===== config.mk =====
export PLATFORM = sky130hd
export DESIGN_NAME = clint_timer
export DESIGN_NICKNAME = d
export VERILOG_FILES = /design/src/rtl/clint_timer_pkg.sv /design/src/rtl/clint_mtime_cnt.sv /design/src/rtl/clint_timer.sv
export VERILOG_INCLUDE_DIRS = /design/src /design/src/rtl
export SDC_FILE = /design/constraint.sdc
export NUM_CORES = 1
export LEC_CHECK = 0
export CORE_MARGIN = 10
export CORE_UTILIZATION = 52
export CTS_CLUSTER_SIZE = 12
export DETAILED_ROUTE_END_ITERATION = 10
export PLACE_DENSITY_LB_ADDON = 0.08
export SYNTH_ARGS = -nofsm -noshare
export SYNTH_HDL_FRONTEND = slang
export SYNTH_SLANG_ARGS = --single-unit

===== constraint.sdc =====
create_clock -name clk -period 2.5 [get_ports clk]
set_clock_uncertainty 0.2 [all_clocks]
set_input_delay 0.375 -clock clk [delete_from_list [all_inputs] [get_ports clk]]
set_output_delay 0.375 -clock clk [all_outputs]
set_load 0.01 [all_outputs]

===== src/rtl/clint_defines.sv =====
// Shared address-map macros for the core-local interruptor.
// Offsets are addr[15:0] within the CLINT region; CLINT_BASE is the
// default region base (only bits 31:16 take part in the region match).
`ifndef CLINT_DEFINES_SV
`define CLINT_DEFINES_SV

`define CLINT_BASE            32'h0200_0000
`define CLINT_MSIP_OFS        16'h0000
`define CLINT_MTIMECMP_LO_OFS 16'h4000
`define CLINT_MTIMECMP_HI_OFS 16'h4004
`define CLINT_MTIME_LO_OFS    16'hBFF8
`define CLINT_MTIME_HI_OFS    16'hBFFC

`endif


===== src/rtl/clint_timer_pkg.sv =====
// Types and helpers shared by clint_timer and clint_mtime_cnt:
// register-select enum, the mtime write-port struct, offset decode and
// byte-masked word merge.
`include "clint_defines.sv"

package clint_timer_pkg;

  localparam logic [15:0] MSIP_OFS   = `CLINT_MSIP_OFS;
  localparam logic [15:0] CMP_LO_OFS = `CLINT_MTIMECMP_LO_OFS;
  localparam logic [15:0] CMP_HI_OFS = `CLINT_MTIMECMP_HI_OFS;
  localparam logic [15:0] MT_LO_OFS  = `CLINT_MTIME_LO_OFS;
  localparam logic [15:0] MT_HI_OFS  = `CLINT_MTIME_HI_OFS;

  typedef enum logic [2:0] {
    SEL_NONE, SEL_MSIP, SEL_CMP_LO, SEL_CMP_HI, SEL_MT_LO, SEL_MT_HI
  } reg_sel_e;

  // Write port into the mtime counter: one half selected per cycle.
  typedef struct packed {
    logic        we_lo;
    logic        we_hi;
    logic [31:0] data;
    logic [3:0]  mask;
  } mtime_wr_t;

  function automatic reg_sel_e decode_ofs(input logic [15:0] ofs);
    reg_sel_e sel;
    case (ofs)
      MSIP_OFS:   sel = SEL_MSIP;
      CMP_LO_OFS: sel = SEL_CMP_LO;
      CMP_HI_OFS: sel = SEL_CMP_HI;
      MT_LO_OFS:  sel = SEL_MT_LO;
      MT_HI_OFS:  sel = SEL_MT_HI;
      default:    sel = SEL_NONE;
    endcase
    return sel;
  endfunction

  function automatic logic [31:0] byte_merge(input logic [31:0] old_w,
                                             input logic [31:0] new_w,
                                             input logic [3:0]  mask);
    logic [31:0] r;
    for (int i = 0; i < 4; i++)
      r[8*i +: 8] = mask[i] ? new_w[8*i +: 8] : old_w[8*i +: 8];
    return r;
  endfunction

endpackage


===== src/rtl/clint_mtime_cnt.sv =====
// 64-bit mtime counter with prescaler and byte-masked write port.
// Ports:
//   clk, rst_n  clock, async active-low reset
//   wr          write request into either half (struct, see package)
//   mtime       current counter value
// A write cycle with any byte enabled takes priority over the tick: the
// increment is dropped and the unwritten bytes keep their old value.
// The prescaler never stops.
import clint_timer_pkg::*;

module clint_mtime_cnt #(
  parameter int unsigned TICK_DIV = 1
) (
  input  logic        clk,
  input  logic        rst_n,
  input  mtime_wr_t   wr,
  output logic [63:0] mtime
);

  localparam logic [15:0] PRESC_MAX = 16'(TICK_DIV - 1);

  logic [15:0] presc;
  logic        tick;
  logic        wr_any;

  assign tick   = (presc == PRESC_MAX);
  assign wr_any = (wr.we_lo | wr.we_hi) & (|wr.mask);

  always_ff @(posedge clk or negedge rst_n) begin
    if (!rst_n) begin
      presc <= '0;
      mtime <= '0;
    end else begin
      presc <= tick ? 16'd0 : presc + 16'd1;
      if (wr_any) begin
        if (wr.we_lo) mtime[31:0]  <= byte_merge(mtime[31:0],  wr.data, wr.mask);
        if (wr.we_hi) mtime[63:32] <= byte_merge(mtime[63:32], wr.data, wr.mask);
      end else if (tick) begin
        mtime <= mtime + 64'd1;
      end
    end
  end

endmodule


===== src/rtl/clint_timer.sv =====
// Core-local interruptor: msip, mtimecmp, mtime and interrupt outputs,
// accessed over the LSU req/load/store/res handshake.
// Ports:
//   req/load/store/addr/store_result/store_mask _from_lsu  request side
//   res_to_lsu, data_to_lsu   one-cycle response, fixed latency 1
//   soft_irq                  msip bit
//   time_irq                  registered (mtime >= mtimecmp)
// Every request gets a response; only a single-qualifier, in-region,
// aligned, mapped access has any effect or returns nonzero data.
`include "clint_defines.sv"
import clint_timer_pkg::*;

module clint_timer #(
  parameter logic [31:0] BASE_ADDR = `CLINT_BASE,
  parameter int unsigned TICK_DIV  = 1
) (
  input  logic        clk,
  input  logic        rst_n,
  input  logic        req_from_lsu,
  input  logic        load_from_lsu,
  input  logic        store_from_lsu,
  input  logic [31:0] addr_from_lsu,
  input  logic [31:0] store_result_from_lsu,
  input  logic [3:0]  store_mask_from_lsu,
  output logic        res_to_lsu,
  output logic [31:0] data_to_lsu,
  output logic        soft_irq,
  output logic        time_irq
);

  logic        single, region_hit, aligned, wr, rd;
  reg_sel_e    sel;
  logic        msip;
  logic [63:0] mtimecmp;
  logic [63:0] mtime;
  logic [31:0] rdata;
  mtime_wr_t   mt_wr;

  assign single     = req_from_lsu & (load_from_lsu ^ store_from_lsu);
  assign region_hit = (addr_from_lsu[31:16] == BASE_ADDR[31:16]);
  assign aligned    = (addr_from_lsu[1:0] == 2'b00);
  assign sel        = (single & region_hit & aligned) ? decode_ofs(addr_from_lsu[15:0])
                                                      : SEL_NONE;
  assign wr         = store_from_lsu & (sel != SEL_NONE);
  assign rd         = load_from_lsu  & (sel != SEL_NONE);

  assign mt_wr.we_lo = wr & (sel == SEL_MT_LO);
  assign mt_wr.we_hi = wr & (sel == SEL_MT_HI);
  assign mt_wr.data  = store_result_from_lsu;
  assign mt_wr.mask  = store_mask_from_lsu;

  clint_mtime_cnt #(.TICK_DIV(TICK_DIV)) u_mtime (
    .clk   (clk),
    .rst_n (rst_n),
    .wr    (mt_wr),
    .mtime (mtime)
  );

  always_comb begin
    rdata = '0;
    case (sel)
      SEL_MSIP:   rdata = {31'b0, msip};
      SEL_CMP_LO: rdata = mtimecmp[31:0];
      SEL_CMP_HI: rdata = mtimecmp[63:32];
      SEL_MT_LO:  rdata = mtime[31:0];
      SEL_MT_HI:  rdata = mtime[63:32];
      default:    rdata = '0;
    endcase
  end

  always_ff @(posedge clk or negedge rst_n) begin
    if (!rst_n) begin
      msip        <= 1'b0;
      mtimecmp    <= '1;
      res_to_lsu  <= 1'b0;
      data_to_lsu <= '0;
      time_irq    <= 1'b0;
    end else begin
      res_to_lsu  <= req_from_lsu;
      data_to_lsu <= rd ? rdata : 32'd0;
      // Compare uses the registered values, so any write shows up here
      // one cycle after it lands.
      time_irq    <= (mtime >= mtimecmp);
      if (wr && sel == SEL_MSIP && store_mask_from_lsu[0])
        msip <= store_result_from_lsu[0];
      if (wr && sel == SEL_CMP_LO)
        mtimecmp[31:0]  <= byte_merge(mtimecmp[31:0],  store_result_from_lsu, store_mask_from_lsu);
      if (wr && sel == SEL_CMP_HI)
        mtimecmp[63:32] <= byte_merge(mtimecmp[63:32], store_result_from_lsu, store_mask_from_lsu);
    end
  end

  assign soft_irq = msip;

endmodule

Yosys cells after proc, flatten, opt, wreduce, memory -nomap -nowiden:

Index checks and enable logic that the tools add are counted.
W data, S select, Z words.

* add/subtract/negate cells: 2
* multiply operators: 0
* bitwise gates (word level): 10
* divide/modulo/power cells: 0
* shifts and indexed selects: 0
* mux-type cells: 13
* $lt $le $gt $ge: 1
* equal/unequal tests: 16
* reduce and logical (&&, ||, !) cells: 26

Operators by type and width (count)
* $pmux W32 S5: 1
* $mux W64: 2
* $mux W32: 3
* $add A64 B1 Y64 const B: 1
* $ge A64 B64 Y1: 1
* $eq A16 B15 Y1 const B: 2
* $eq A16 B16 Y1 const B: 2
* $logic_not A16 Y1: 2
* $mux W8: 4
* $reduce_and A3 Y1: 8
* $add A16 B1 Y16 const B: 1
* $eq A16 B10 Y1 const B: 1
* $mux W16: 1
* $reduce_and A2 Y1: 8
* $pmux W3 S5: 1
* $and A1 B1 Y1: 8
* $ne A2 B2 Y1 const B: 4
* $eq A3 B2 Y1 const B: 2
* $eq A3 B3 Y1 const B: 2
* $logic_and A1 B1 Y1: 4
* $ne A2 B1 Y1 const B: 2
* $reduce_or A4 Y1: 1
* $eq A3 B1 Y1 const B: 1
* $mux W3: 1
* 5 further kinds: 5

* input port bits: 73
* memories: 0
* memory bits (writable): 0
* output and inout bits: 35
* word-level logic and storage cells: 89
* flip-flop bits (word level): 179
* ROM bits: 0
* latch bits: 0

Depth between registers and ports, before layout:

Gate-level depths: netlist of run 1.

* depth after elaboration: 12
* mapped depth: 10
* mapped depth without buffers: 9

By module:

Synthesis of run 1 repeated with hierarchy kept, for this count alone.

* cells, all modules: 1201
* area total of the unflattened synthesis: 11481.0 µm²

Modules (own cells, without submodules)
* clint_timer: instances 1, cells each 588, area an instance 6363.6 µm², sequential area each 2557.5 µm²
* clint_mtime_cnt: instances 1, cells each 613, area an instance 5117.4 µm², sequential area each 2001.9 µm²

Least setup slack after synthesis of run 1:

OpenSTA, ideal clock, no wires.

* path type: input to register
* from: input port addr_from_lsu[14]
* to: register u_mtime.mtime[54]
* arrival: 2.529 ns
* cell stages on the path: 10
* buffers on the path: 3
* required time: 2.181 ns
* library setup time: 0.119 ns
* setup slack: -0.348 ns
* path through: nand3b_1 or4_1 buf_2 or4_1 buf_2 and2_4 buf_6 a21o_4 a21o_1 o21a_1

* cells in the longest elaborated chain, start to end: 10
* elaborated cells on any way between the ends: 20
* classes of those cells: eq/ne (8); mux (3); bitwise (5); reduce/logical (4)

Ends and longest elaborated chain
* start: declaration: RTL line clint_timer.sv:22 `input logic [31:0] addr_from_lsu,`
* $eq A16 B16 Y1, or another cell as far along: RTL line clint_timer_pkg.sv:28 `case (ofs)`
* $pmux W3 S5 *: RTL line clint_timer_pkg.sv:28
* $mux W3 *: RTL line clint_timer.sv:42 `assign sel = (single & region_hit & aligned) ? decode_ofs(addr_from_lsu[15:0])`
* $reduce_bool A3 Y1: RTL line clint_timer.sv:44 `assign wr = store_from_lsu & (sel != SEL_NONE);`
* $and A1 B1 Y1: RTL line clint_timer.sv:44
* $and A1 B1 Y1, on equally long branches: RTL line clint_timer.sv:47, clint_timer.sv:48
* $or A1 B1 Y1: RTL line clint_mtime_cnt.sv:27 `assign wr_any = (wr.we_lo | wr.we_hi) & (|wr.mask);`
* $and A1 B1 Y1: RTL line clint_mtime_cnt.sv:27
* $ne A2 B2 Y1 (no source line), or another cell as far along
* $reduce_and A3 Y1 (no source line)
* end signal: assignment: RTL line clint_mtime_cnt.sv:37 `if (wr.we_hi) mtime[63:32] <= byte_merge(mtime[63:32], wr.data, wr.mask);`
* end signal: assignment: RTL line clint_mtime_cnt.sv:39 `mtime <= mtime + 64'd1;`
* end: declaration: RTL line clint_mtime_cnt.sv:17 `output logic [63:0] mtime`

Mark *: on every way between the ends. The rest lies on a longest branch, timed or not.
A chain may end at the register's enable or synchronous reset.

Worst setup path in the final report of run 1:

* from: register mtimecmp[6]
* to: register time_irq

* cells in the longest elaborated chain, start to end: 1

Ends and longest elaborated chain
* start: declaration: RTL line clint_timer.sv:34 `logic [63:0] mtimecmp;`
* start signal: assignment: RTL line clint_timer.sv:87 `mtimecmp[31:0] <= byte_merge(mtimecmp[31:0], store_result_from_lsu, store_mask_from_lsu);`
* $ge A64 B64 Y1: RTL line clint_timer.sv:83 `time_irq <= (mtime >= mtimecmp);`
* end signal: assignment: RTL line clint_timer.sv:83
* end: declaration: RTL line clint_timer.sv:28 `output logic time_irq`

No other way between the ends.

==> summary.md, run 1 <==
| Metric | Value |
|---|---|
| Min-delay worst type | `in2async` |
| Max Freq | `383 MHz` |
| Total core area | `0.0202 mm²` |
| Post-synth EDFFs | `0` |
| Worst-path clk slew | `0.08 ns` |
| Via count | `11000` |
| Row count | `52` |
| WP data required | `2.67 ns` |
| Min Tclk post-route | `2.61 ns` |
| Slowest stage cell, crit path | `dfstp_2` |
| Clock latency at the later pin of the worst-skew pair | `0.45 ns` |
| Top post-synthesis cells by area | `dfrtp_1, dfstp_2, ha_1` |
| CTS H-Tree Depth | `4` |
| Die X | `163 µm` |
| Hold_ws | `0.234 ns` |
| # fillers | `1420` |
| Crit path kind | `reg2reg` |
| Hold Fails Final Rpt | `0` |
| Post-DRT Antenna Nets | `0` |
| Final Setup Violations | `3` |
| PwrDens | `381 mW/mm²` |
| Placed insts | `1718` |
| Wirelength per Cell | `21.1 µm` |
| Worst EP arrival | `2.78 ns` |
| Total track usage | `26.7%` |
| Dominant synthesized flop cell | `dfrtp_1` |
| Clock Path Buffers | `2` |
| GR Overflow Total | `0` |
| Commonest cells after routing, fill and taps aside | `buf_4, nand2_1, dfrtp_1, a21oi_1, clkdlybuf4s50_1` |
| CTS Sinks | `179` |
| Yosys top cell by area | `dfrtp_1` |
| Crit path launch type | `register` |
| Vias/cell | `6.18` |
| Die height | `163 µm` |
| DRC Markers | `0` |
| Clock Tree Root | `clkbuf_16` |
| R2R Setup Slk | `-0.11 ns` |
| Mapped Nets | `1307` |
| Buffers on Ports | `107` |
| Dpl hpwl | `26.6 mm` |
| Distinct cells, synth | `65` |
| Diodes inserted | `0` |
| Status | `finished with violations` |
| Endpoint class of the critical path | `register` |
| RSZ-0062 raised after global routing | `true` |
| Initial antenna violation count | `0` |
| Final Util | `76.3%` |
| Layout cells sized above 1 | `37.2%` |
| Failing checks | `negative setup slack` |
| Post-Syn Area | `0.0107 mm²` |
| Placed Area | `0.0139 mm²` |
| Top cell type's share of synthesized area | `26.9%` |
| Max cap viols | `0` |
| Warnings from Yosys | `0` |
| Relative slew slack | `61.1%` |
| Crit-path cells | `inv_1 > ha_1 > and4_1 > o21ai_2 > nor4_4 > nor4_2 > buf_4 > nor3_4 > a2111oi_4 > nor2_1` |
| Final worst-path cycle share | `104%` |
| CTS Buf Count | `17` |
| CTS tree | `built` |
| Initial core utilization | `52.8%` |
| DRT iter0 DRCs | `1108` |
| Largest net degree at the start of global routing | `52` |
| First-pass GRT wire length | `57.0 mm` |
| Fin. max-slew vios | `0` |
| Post-Syn Instances | `1167` |
| Gp weighted congestion | `0.935` |
| Worst vdd ir | `0.000400 V` |
| Fin Setup TNS | `-0.116 ns` |
| Leakage power | `6.85 nW` |
| Register bit total from synthesis | `179` |
| Max Fanout on Critical Path | `2` |
| Full die area | `0.0267 mm²` |
| Vias in the first global route | `10700` |
| Setup Slack @ Placement | `-0.800 ns` |
| Critical path's largest stage delay | `0.53 ns` |
| Worst-Margin Slew | `0.578 ns` |
| Nets | `1635` |
| Sequential-to-total area share from yosys stat | `42.7%` |
| Pwr Total | `5.88 mW` |
| Async S/R FF share, synth | `100%` |
| Boundary Pins | `108` |
| Area Overhead vs Synth | `44.6%` |
| Avg Synthesized Cell Area | `9.15 µm²` |
| Worst setup margin | `-0.112 ns` |
| Fin area | `0.0154 mm²` |
| Most common library cell in the layout ignoring fill and taps | `buf_4` |
| TritonRoute pass-1 iters | `7` |
| DRT Wirelength | `37.6 mm` |
| Finished Layout Cells | `1778` |
[cells in the mapped netlist, types with 4 or more instances]
master / instances
mux2i_1: 4
nor4b_1: 5
o22ai_1: 17
buf_2: 5
nor3_1: 15
nand3_1: 44
clkbuf_1: 45
a21oi_2: 9
xnor2_1: 10
xor2_1: 5
a31oi_1: 11
or2_2: 8
a21oi_1: 131
o21bai_1: 7
mux2_2: 32
dfstp_2: 64
nor4_1: 21
o31ai_1: 4
and3_1: 23
nand4_1: 34
a222oi_1: 32
nor2b_1: 4
inv_1: 74
a21o_1: 10
dfrtp_1: 115
buf_1: 5
nand2_1: 144
and4_1: 8
nor2_1: 46
o211ai_1: 7
a31o_2: 4
ha_1: 67
nor4_2: 4
o21ai_0: 89
[report_power, final]
group	internal, mW	switching (mW)
clock network	1.36	1.36
registers	2.90	0.000225
logic	0.119	0.148
total	4.37	1.51
[state kept, by name (all words and copies together) (netlist names)]
name,cells
mtimecmp,64
u_mtime.mtime,64
data_to_lsu,32
u_mtime.presc,16
res_to_lsu,1
soft_irq,1
time_irq,1
[kinds of logic after synthesis]
kind of cell,after synthesis,share of synthesized area [%]
AOI/OAI and AO/OA,366,22.2
muxes,37,3.85
adders and majority gates,67,7.85
and+or+nand+nor,371,17.3
buffers and inverters,132,4.91
xor gates and xnor gates,15,1.23
DFF,179,42.7
[worst max-delay path, delay by kind of cell, from the launching register on]
kind | cells | cell delay [ns]
flip-flops | 1 | 0.53
AND/OR/NAND/NOR | 5 | 1.11
AO/OA/AOI/OAI | 2 | 0.16
buffers and inverters | 2 | 0.21
adder cells (fa/ha/maj) | 1 | 0.32
[layout make-up]
class	count	area, µm²	area share, %
multi-input cells	858	6480	42.0
flip-flops and latches	179	4570	29.6
repair buffers	365	3200	20.7
clock buffers	18	439	2.84
well taps	270	338	2.19
inverters	74	278	1.80
clock inverters	14	138	0.891
[routing by layer]
layer | up-vias | part of all wire [%] | global-route usage [%]
li1 | 5006 | - | -
met1 | 5345 | 39 | 33.7
met2 | 508 | 50 | 45.2
met3 | 124 | 7.4 | 3.93
met4 | 0 | 3.8 | 10.5
met5 | - | 0 | 0
[what timing repair did]
item | in CTS | in global routing
resized for setup | 81 | 146
pin swaps | 29 | 58
hold buffers | 2 | 0
hold endpoints to repair | 28 | 0
buffers inserted | 6 | 17
cloned | 2 | 1
endpoints found under the setup margin | 161 | 137
[worst paths after layout]
path / startpoint / end / cells after the start
setup / recovery: mtimecmp[6]$_DFFE_PN1P_ / time_irq$_DFF_PN0_ / 10
max in group asynchronous: rst_n / mtimecmp[20]$_DFFE_PN1P_ / 3
hold / removal: rst_n / res_to_lsu$_DFF_PN0_ / 2
setup reg to reg: mtimecmp[6]$_DFFE_PN1P_ / time_irq$_DFF_PN0_ / 10
min in group clk: addr_from_lsu[14] / soft_irq$_DFFE_PN0P_ / 5
hold reg to reg: u_mtime.presc[15]$_DFF_PN0_ / u_mtime.presc[15]$_DFF_PN0_ / 1
No activity file was read; power rests on OpenSTA's default activity.
==> run 2: changes to the inputs <==
--- a/config.mk
+++ b/config.mk
@@ -10,7 +10,9 @@
 export CORE_UTILIZATION = 52
 export CTS_CLUSTER_SIZE = 12
 export DETAILED_ROUTE_END_ITERATION = 10
+export HOLD_SLACK_MARGIN = 0.15
 export PLACE_DENSITY_LB_ADDON = 0.08
+export SLEW_MARGIN = 0
 export SYNTH_ARGS = -nofsm -noshare
 export SYNTH_HDL_FRONTEND = slang
 export SYNTH_SLANG_ARGS = --single-unit
==> results of run 2 <==
The final DEF is identical to that of run 1; final timing and power are the same.
==> RTL edit, RTL diff (settings of run 1) <==
Register the output `time_irq` once more, without a reset; this adds one clock of latency there. The other outputs are not delayed to match. Comments in the files are not updated.
--- a/src/rtl/clint_timer.sv
+++ b/src/rtl/clint_timer.sv
@@ -27,6 +27,8 @@
   output logic        soft_irq,
   output logic        time_irq
 );
+
+  logic time_irq_s0;
 
   logic        single, region_hit, aligned, wr, rd;
   reg_sel_e    sel;
@@ -74,13 +76,13 @@
       mtimecmp    <= '1;
       res_to_lsu  <= 1'b0;
       data_to_lsu <= '0;
-      time_irq    <= 1'b0;
+      time_irq_s0 <= 1'b0;
     end else begin
       res_to_lsu  <= req_from_lsu;
       data_to_lsu <= rd ? rdata : 32'd0;
       // Compare uses the registered values, so any write shows up here
       // one cycle after it lands.
-      time_irq    <= (mtime >= mtimecmp);
+      time_irq_s0 <= (mtime >= mtimecmp);
       if (wr && sel == SEL_MSIP && store_mask_from_lsu[0])
         msip <= store_result_from_lsu[0];
       if (wr && sel == SEL_CMP_LO)
@@ -92,4 +94,8 @@
 
   assign soft_irq = msip;
 
+  always_ff @(posedge clk) begin
+    time_irq <= time_irq_s0;
+  end
+
 endmodule
Formal check against the unedited RTL: not equivalent (Yosys sat finds a counterexample within 4 cycles, from zero or initial values and one cycle with rst_n low).
==> RTL edit against run 1 <==
- the run still ends with setup timing left
- worst setup slack better by 50 ps
- wire length is 0.41% higher
- power is 2.0% higher
- largest power group unchanged
- synthesized area is 0.19% higher
- sequential cell count is 1 higher
- first-iteration DRC count is 22% higher
- fmax is 2.0% higher
- cell area is 0.10% higher
- via count is 1.0% higher
- highest routed layer unchanged
==> RTL edit: results (changes against run 1) <==
antenna_found_initial: 0  # unchanged
setup.worst_path.end: "time_irq_s0$_DFF_PN0_"
tns_ps: -95.9  # +19.9 ps
reg2reg_from: "mtimecmp[62]$_DFFE_PN1P_"
gp_congestion: 0.936  # +0.16%
setup_viol: 3  # unchanged
synthArstFlopShare_pct: 99.4  # -0.56 points
outcome: "complete, but fails checks"
vias: 11093  # +1.0%
pwr-share-seq_pct: 48.6  # -0.7 points
cts_max_path_buffers: 2  # unchanged
finalNetCount: 1654  # +1.2%
reg2reg_depth: 8  # -2
leakage_nw: 7.11  # +3.8%
stdcell_count: 1797  # +1.1%
power_switching_mw: 1.41  # -6.1%
dp_hpwl_um: 26100  # -1.9%
preCtsSetupSlack_ps: -819  # -19.4 ps
tightest_slew_ps: 524  # -53.8 ps
postRouteWirelength_um: 37700  # +0.41%
hold_start: "time_irq_s0$_DFF_PN0_"
hold_class: "reg2reg"
arrival_ps: 2680  # -100 ps
synth_compound_area_share_pct: 22.1  # -0.042 points
whs_ps: 154  # -80.2 ps
port_buffers: 107  # unchanged
synth_adder_area_share_pct: 7.83  # -0.015 points
reg.largest.list: "mtimecmp: 64 flops, u_mtime.mtime: 64 flops, data_to_lsu: 32 flops"
filler_cell_count: 1368  # -3.7%
synth_xor_area_share_pct: 1.23  # -0.0023 points
setup_ws_ps: -62.0  # +50.1 ps
place_area_mm2: 0.0137  # -1.0%
drive_above_1_share_pct: 36.0  # -1.2 points
grt_use_total_pct: 26.8  # +0.038 points
drt_iter0_markers: 1357  # +22%
clk-power_mw: 2.81  # +4%
synth_cell_types: 66  # +1.5%
grt_pass1_wl_um: 57300  # +0.50%
firstDrtPassIters: 9  # +2
ys_seq_area_share_pct: 42.8  # +0.11 points
synth_area_leaders: "dfrtp_1 (27%), dfstp_2 (16%), ha_1 (7.8%)"
netlist_instances: 1168  # +0.086%
failed_checks: "setup timing"
peakVddDrop_v: 0.000423  # +5.7%
path_delay_family: "compound AO/OA/AOI/OAI gates"
synthMuxAreaShare_pct: 3.85  # -0.0072 points
grt_max_degree: 62  # +19%
synth_nets: 1308  # +0.077%
## RTL edit: cell types whose count changed after synthesis, sizes merged
cell | run 1 | this run
dfxtp | 0 | 1
## RTL edit: repair_timing
action | 4_1_cts | 5_1_grt
hold endpoints to repair | 38 | 1
pin swaps | 33 | 36
setup buffers | 19 | 39
endpoints found under the setup margin | 162 | 155
gates resized for setup | 100 | 114
gates cloned | 1 | 3
hold buffers | 1 | 1
## RTL edit: layout make-up
cell class                 instances  area (um2)  share of cell area [%]
multi-input combinational        858        6270                    40.6
sequential                       180        4580                    29.6
timing repair buffer             383        3390                    21.9
clock buffer                      20         457                    2.95
tap                              270         338                    2.18
inverter                          74         278                    1.80
clock inverter                    12         146                   0.947
## RTL edit: routing by layer
metal  up-vias  track usage, %  wire (um)  share of wire (%)
li1       5048               -          -                  -
met1      5382            32.9      15000                 40
met2       553            46.2      18700                 49
met3       110            4.91       2970                7.9
met4         0            9.02       1130                3.0
met5         -               0          0                  0
